## config.mk

```make
export PLATFORM = sky130hd
export DESIGN_NAME = exu_alu_arbiter
export DESIGN_NICKNAME = d
export VERILOG_FILES = /design/src/rtl/exu_pkg.sv /design/src/rtl/exu_rr_arb2.sv /design/src/rtl/exu_alu_arbiter.sv
export SDC_FILE = /design/constraint.sdc
export NUM_CORES = 1
export LEC_CHECK = 0
export BUFFER_PORTS_ARGS = -buffer_cell sky130_fd_sc_hd__clkbuf_2
export CORE_AREA = 2 2 169 171
export CTS_CLUSTER_DIAMETER = 60
export DETAILED_ROUTE_END_ITERATION = 7
export DIE_AREA = 0 0 171 173
export GPL_TIMING_DRIVEN = 0
export HOLD_SLACK_MARGIN = 0.06
export PLACE_DENSITY = 0.55
export SYNTH_ARGS = -nofsm -noshare
export SYNTH_HDL_FRONTEND = slang
export SYNTH_SLANG_ARGS = --single-unit
```

## constraint.sdc

```tcl
create_clock -name clock -period 1.9 [get_ports clock]
set_input_delay 0.57 -clock clock [delete_from_list [all_inputs] [get_ports clock]]
set_output_delay 0.57 -clock clock [all_outputs]
set_load 0.05 [all_outputs]
```

## src/rtl/exu_pkg.sv

```systemverilog
// Shared EXU definitions: arbiter FSM state encoding, default widths and ALU op encodings.
package exu_pkg;

   localparam int unsigned DATA_W_DEF = 32;
   localparam int unsigned OP_W_DEF   = 2;

   typedef enum logic [1:0] {
      IDLE  = 2'b00,
      ISSUE = 2'b01,
      WAIT  = 2'b10,
      RESP  = 2'b11
   } state_t;

   // alu_single operation select, shared with the EXU decoder
   typedef enum logic [1:0] {
      ALU_OP_AND = 2'b00,
      ALU_OP_ADD = 2'b01,
      ALU_OP_OR  = 2'b10,
      ALU_OP_CSR = 2'b11
   } alu_op_t;

endpackage

```

## src/rtl/exu_rr_arb2.sv

```systemverilog
// Two-way round-robin grant; priority flips to the other requester when a response handshake completes.
module exu_rr_arb2 (
   input  logic clock,
   input  logic reset,
   input  logic i_idle,
   input  logic i_valid0,
   input  logic i_valid1,
   input  logic i_upd,
   input  logic i_upd_owner,
   output logic o_ready0,
   output logic o_ready1
);

   logic r_prio;

   always_ff @(posedge clock) begin
      if (reset) begin
         r_prio <= 1'b0;
      end else if (i_upd) begin
         r_prio <= ~i_upd_owner;
      end
   end

   // a lone requester wins regardless of priority
   assign o_ready0 = i_idle & (~r_prio | ~i_valid1);
   assign o_ready1 = i_idle & ( r_prio | ~i_valid0);

endmodule

```

## src/rtl/exu_alu_arbiter.sv

```systemverilog
// Shares one multi-cycle ALU/CSR datapath between two requesters (round-robin, one op in flight).
// Optional WAIT-state watchdog enabled by defining EXU_ALU_ARB_WATCHDOG_EN.
module exu_alu_arbiter
   import exu_pkg::*;
#(
   parameter int unsigned DATA_W      = DATA_W_DEF,
   parameter int unsigned OP_W        = OP_W_DEF,
   parameter int unsigned TIMEOUT_CYC = 16
) (
   input  logic              clock,
   input  logic              reset,
   input  logic              req0_valid,
   input  logic              req1_valid,
   output logic              req0_ready,
   output logic              req1_ready,
   input  logic [OP_W-1:0]   req0_op,
   input  logic [OP_W-1:0]   req1_op,
   input  logic [DATA_W-1:0] req0_a,
   input  logic [DATA_W-1:0] req0_b,
   input  logic [DATA_W-1:0] req1_a,
   input  logic [DATA_W-1:0] req1_b,
   input  logic [DATA_W-1:0] req0_csr,
   input  logic [DATA_W-1:0] req1_csr,
   output logic              rsp0_valid,
   output logic              rsp1_valid,
   input  logic              rsp0_ready,
   input  logic              rsp1_ready,
   output logic [DATA_W-1:0] rsp_rd,
   output logic [DATA_W-1:0] rsp_csr_wdata,
   output logic              rsp_err,
   output logic              alu_start,
   output logic [OP_W-1:0]   alu_op,
   output logic [DATA_W-1:0] alu_a,
   output logic [DATA_W-1:0] alu_b,
   output logic [DATA_W-1:0] alu_csr,
   input  logic              alu_done,
   input  logic [DATA_W-1:0] alu_rd,
   input  logic [DATA_W-1:0] alu_csr_wdata
);

   state_t              r_state;
   logic                r_owner;
   logic                r_start;
   logic                r_rsp0;
   logic                r_rsp1;
   logic                r_err;
   logic [OP_W-1:0]     r_op;
   logic [DATA_W-1:0]   r_a;
   logic [DATA_W-1:0]   r_b;
   logic [DATA_W-1:0]   r_csr;
   logic [DATA_W-1:0]   r_rd;
   logic [DATA_W-1:0]   r_wdata;

   logic w_ready0;
   logic w_ready1;
   logic w_acc0;
   logic w_acc1;
   logic w_hs;

`ifdef EXU_ALU_ARB_WATCHDOG_EN
   localparam int unsigned WD_W = $clog2(TIMEOUT_CYC + 1);
   logic [WD_W-1:0] r_wd_cnt;
`else
   logic w_unused_timeout;
   assign w_unused_timeout = (TIMEOUT_CYC == 0);
`endif

   exu_rr_arb2 u_arb (
      .clock       (clock),
      .reset       (reset),
      .i_idle      (r_state == IDLE),
      .i_valid0    (req0_valid),
      .i_valid1    (req1_valid),
      .i_upd       (w_hs),
      .i_upd_owner (r_owner),
      .o_ready0    (w_ready0),
      .o_ready1    (w_ready1)
   );

   assign w_acc0 = req0_valid & w_ready0;
   assign w_acc1 = req1_valid & w_ready1;
   assign w_hs   = (r_rsp0 & rsp0_ready) | (r_rsp1 & rsp1_ready);

   always_ff @(posedge clock) begin
      if (reset) begin
         r_state <= IDLE;
         r_owner <= 1'b0;
         r_start <= 1'b0;
         r_rsp0  <= 1'b0;
         r_rsp1  <= 1'b0;
         r_err   <= 1'b0;
         r_op    <= '0;
         r_a     <= '0;
         r_b     <= '0;
         r_csr   <= '0;
         r_rd    <= '0;
         r_wdata <= '0;
`ifdef EXU_ALU_ARB_WATCHDOG_EN
         r_wd_cnt <= '0;
`endif
      end else begin
         r_start <= 1'b0;
         case (r_state)
            IDLE: begin
               if (w_acc0 | w_acc1) begin
                  r_op    <= w_acc1 ? req1_op  : req0_op;
                  r_a     <= w_acc1 ? req1_a   : req0_a;
                  r_b     <= w_acc1 ? req1_b   : req0_b;
                  r_csr   <= w_acc1 ? req1_csr : req0_csr;
                  r_owner <= w_acc1;
                  r_start <= 1'b1;
                  r_state <= ISSUE;
               end
            end
            ISSUE: begin
`ifdef EXU_ALU_ARB_WATCHDOG_EN
               r_wd_cnt <= '0;
`endif
               r_state <= WAIT;
            end
            WAIT: begin
               // alu_done takes precedence over a same-cycle timeout
               if (alu_done) begin
                  r_rd    <= alu_rd;
                  r_wdata <= alu_csr_wdata;
                  r_err   <= 1'b0;
                  r_rsp0  <= ~r_owner;
                  r_rsp1  <= r_owner;
                  r_state <= RESP;
               end
`ifdef EXU_ALU_ARB_WATCHDOG_EN
               else if (r_wd_cnt == WD_W'(TIMEOUT_CYC - 1)) begin
                  r_rd    <= '0;
                  r_wdata <= '0;
                  r_err   <= 1'b1;
                  r_rsp0  <= ~r_owner;
                  r_rsp1  <= r_owner;
                  r_state <= RESP;
               end else begin
                  r_wd_cnt <= r_wd_cnt + 1'b1;
               end
`endif
            end
            RESP: begin
               if (w_hs) begin
                  r_rsp0  <= 1'b0;
                  r_rsp1  <= 1'b0;
                  r_err   <= 1'b0;
                  r_state <= IDLE;
               end
            end
            default: r_state <= IDLE;
         endcase
      end
   end

   assign req0_ready    = w_ready0;
   assign req1_ready    = w_ready1;
   assign rsp0_valid    = r_rsp0;
   assign rsp1_valid    = r_rsp1;
   assign rsp_rd        = r_rd;
   assign rsp_csr_wdata = r_wdata;
   assign rsp_err       = r_err;
   assign alu_start     = r_start;
   assign alu_op        = r_op;
   assign alu_a         = r_a;
   assign alu_b         = r_b;
   assign alu_csr       = r_csr;

endmodule

```

==> reports/metrics.csv <==
stage,metric,value,unit
route,Total Routed Length,34.45,mm
layout,Post-Route Utilization,41.87,%
pwr,worst vdd rail ir drop,0.0007671,V
route,Post-DRT Antenna Nets,0,
die,Die ar.,0.02958,mm²
global_routing,maximum number of pins on one net before global-route repair,17,
layout,NumNets Final,1637,
status,result of the run,finished with violations,
sta,RSZ-0062 raised after global routing,yes,
logic_synthesis,gate count of the mapped netlist,901,
pwr,clock network fraction of design power,18.7,%
global_routing,number of global-route vias before repair,8845,
sta,final setup margin,-0.1437,ns
clock_tree,total number of H-tree levels,4,
sta,highest clock rate,0.4893,GHz
clock_tree,number of buffers inserted by hold repair at cts,0,
route,drt first pass iters,4,
route,drt first-iter violations,434,
global_routing,total global routing track utilization,22.30,%
worst_setup_path,most frequent cell on the critical path,clkbuf_2,
route,detailed-route via count,8867,
sta,"Period Utilization, post-route",107.6,%
die,core area,0.02763,mm²
worst_setup_path,category of the worst setup path launch point,input port,
logic_synthesis,total standard cell area after synthesis,0.007576,mm²
logic_synthesis,number of nets produced by synthesis,1172,
layout,Layout area overhead,52.70,%
sta,Final Hold Fails,0,
logic_synthesis,count of warnings emitted by yosys,0,
logic_synthesis,sequential cell area fraction in the yosys report,44.66,%
layout,fraction of final layout cells with drive strength greater than 1,45.50,%
pwr,Static Leak,4.819,nW
clock_tree,clock tree root buffer cell,clkbuf_16,
logic_synthesis,total of flip-flops plus latches after synthesis,169,
logic_synthesis,share of the synthesized area in the top cell type,44.66,%
pwr,Cell Pwr Density,1584,mW/mm²
worst_setup_path,Worst Path Buf+Inv,4,
global_routing,initial antenna violation count,3,
die,total I/O pin count,435,
status,violated checks,negative setup slack,
clock_tree,clock slew at reported path FFs,0.08,ns
die,row count,61,
pwr,Combinational Power Share,53.3,%
worst_setup_path,Setup crit end kind,output port,
layout,most used cells in the layout excluding fill and tap cells,"clkbuf_2 (448), nor2_1 (200), dfxtp_1 (166)",
die,height of the die,173,µm
global_routing,met3 global-route usage,6.317,%
sta,final period demand of the worst path,2.044,ns
pwr,switching part of the total,50.56,%
global_routing,global-route wire length before repair,51.27,mm
logic_synthesis,number of library cell types mapped by synthesis,28,
worst_setup_path,peak fanout along the critical path,10,
sta,normalized max-slew margin,32.80,%
clock_tree,CTS tree,yes,
route,number of remaining DRC errors,0,
placement,last weighted congestion value of the routability-driven placer,0.8837,
worst_setup_path,Arrival @ worst endpoint,1.47,ns
run,max-capacitance violation count,0,
pwr,cell-internal power,0.009058,W
sta,setup violation total in the final timing report,7,
clock_tree,Clock Latency Late Sink,0.43,ns
worst_setup_path,category of cells accounting for the largest share of critical-path delay,buffers and inverters,
route,Vias/cell,5.041,
clock_tree,Clock Sinks,169,
worst_setup_path,cell with the largest stage delay on the worst path,clkbuf_2,
worst_setup_path,critical path class,input port to output port,
global_routing,most used routing layer,met2,
global_routing,met2 usage,38.39,%
sta,pins over their slew limit,0,
placement,post-DP HPWL,25.77,mm
placement,count of port buffers added during placement,432,
logic_synthesis,main area contributors after synthesis,"dfxtp_1 (45%), a2111oi_0 (11%), a2111oi_1 (10%), nor2_1 (9.9%), nand2_1 (6.4%)",
worst_setup_path,critical path required time,1.33,ns
clock_tree,clock buffers created by TritonCTS,17,
logic_synthesis,Post-Syn Area per Cell,8.408,µm²
die,effective utilization at floorplan,27.42,%
layout,"leading cell type in the layout, fill and taps excluded",clkbuf_2,
pwr,share of power burned in registers,27.9,%
die,Horiz. Die Dim,171,µm
logic_synthesis,leading area contributor after synthesis,dfxtp_1,
pwr,reported net switching power,0.009263,W
worst_setup_path,largest incremental delay on the critical path,0.30,ns
worst_setup_path,"Cell Chain, Critical Path",clkbuf_2 > buf_4 > clkbuf_2 > a21oi_4 > buf_8,
worst_hold_path,min-delay src,alu_csr_wdata[25],
sta,worst-margin pin slew,1.008,ns
worst_setup_path,launch instance of the worst register-to-register path,r_state[0],
clock_tree,CTS Buffer Depth,2,
global_routing,Overflow after GRT,0,
sta,worst clock skew,0.01618,ns
global_routing,met1 routing resource usage after global routing,26.45,%
worst_setup_path,startpoint of the worst setup timing path,req0_valid,
worst_hold_path,type of the tightest min-delay check,input port to flip-flop,
sta,Setup TNS,-0.3346,ns
route,detailed-route wire length per cell,19.59,µm
## cells in the mapped netlist
cell type	count
ha_1	4
o211ai_1	1
o21ai_4	1
o21a_1	1
mux2i_1	1
clkbuf_1	85
a211o_1	1
buf_2	14
inv_2	3
o211a_1	1
a21oi_1	69
buf_6	2
dfxtp_1	169
a2111oi_2	19
or3b_1	1
nor2b_1	1
buf_1	4
a22o_1	3
and2_1	1
buf_4	2
nand2b_1	3
a2111oi_0	98
inv_1	3
nand2_1	130
conb_1	1
a2111oi_1	79
a211oi_1	4
nor2_1	200
## path summary, 6_finish.rpt
check,endpoint,slack (ns),depth (start not counted)
worst max-delay path,req1_ready,-0.14,5
worst min-delay path,rsp_csr_wdata[25],0.36,3
worst max register to register,alu_b[21],-0.01,9
worst min register to register,rsp_rd[10],0.45,2
## power groups by stage
stage	Clock (W)	Combinational, W	Sequential [W]
global placement	0	0.00866	0.00516
floorplan	0	0.00289	0.00840
global route	0.00367	0.0104	0.00522
detailed placement	0	0.00869	0.00517
CTS	0.00352	0.00947	0.00511
finish	0.00343	0.00977	0.00511
## through the flow
stage                     hold slack, ns  cells  power (W)  setup slack [ns]  area [µm²]
after floorplan                   0.4514    901    0.01129          0.003631        7602
after global placement            0.4420   1711    0.01381            -1.047       10240
after detailed placement          0.4474   1711    0.01386            -1.067       10240
after CTS                         0.3332   1751    0.01810           -0.2783       11300
after global routing              0.3358   1758    0.01928           -0.1869       11570
final                             0.3606   1759    0.01832           -0.1437       11570
## kinds of logic (layout without fill, tap and decap cells)
family | Yosys count | in the layout | synth area share (%)
compound gates | 277 | 277 | 31.49
buf+inv | 113 | 590 | 6.127
simple gates | 336 | 336 | 16.88
flops | 169 | 169 | 44.66
mux | 1 | 1 | 0.1321
other cells | 1 | 4 | 0.04950
fa+ha+maj | 4 | 4 | 0.6606
## registers in the layout (all words and copies together), names as in the netlist
register	flops
alu_b	32
alu_csr	32
alu_start	1
rsp0_valid	1
r_state	2
rsp_rd	32
rsp_csr_wdata	32
u_arb.r_prio	1
alu_op	2
rsp1_valid	1
alu_a	32
r_owner	1
## layout make-up
type,count,area (µm²)
tap,378,473.0
inverter,6,40.04
multi-input combinational,619,4123
clock inverter,13,107.6
antenna,3,7.507
buffer,106,681.9
fill,2889,16060
clock buffer,18,439.2
timing repair buffer,447,2307
sequential,169,3390
## metal layers
metal  routed length (µm)  vias to the layer above
li1                     -                     4276
met4                  671                        0
met3                 2855                       38
met5                    0                        -
met1                13930                     4191
met2                17000                      362
## repair_timing
action,in CTS,in global routing
setup endpoints to repair,142,156
hold endpoints to repair,0,0
gates resized for setup,131,93
pin swaps,1,3
setup buffers,9,6
## worst min-delay path, delay by kind of cell
family | cells | cell delay, ns
compound gates | 1 | 0.05
buf+inv | 1 | 0.08
simple gates | 1 | 0.04
Power figures use the tool's default switching activity.
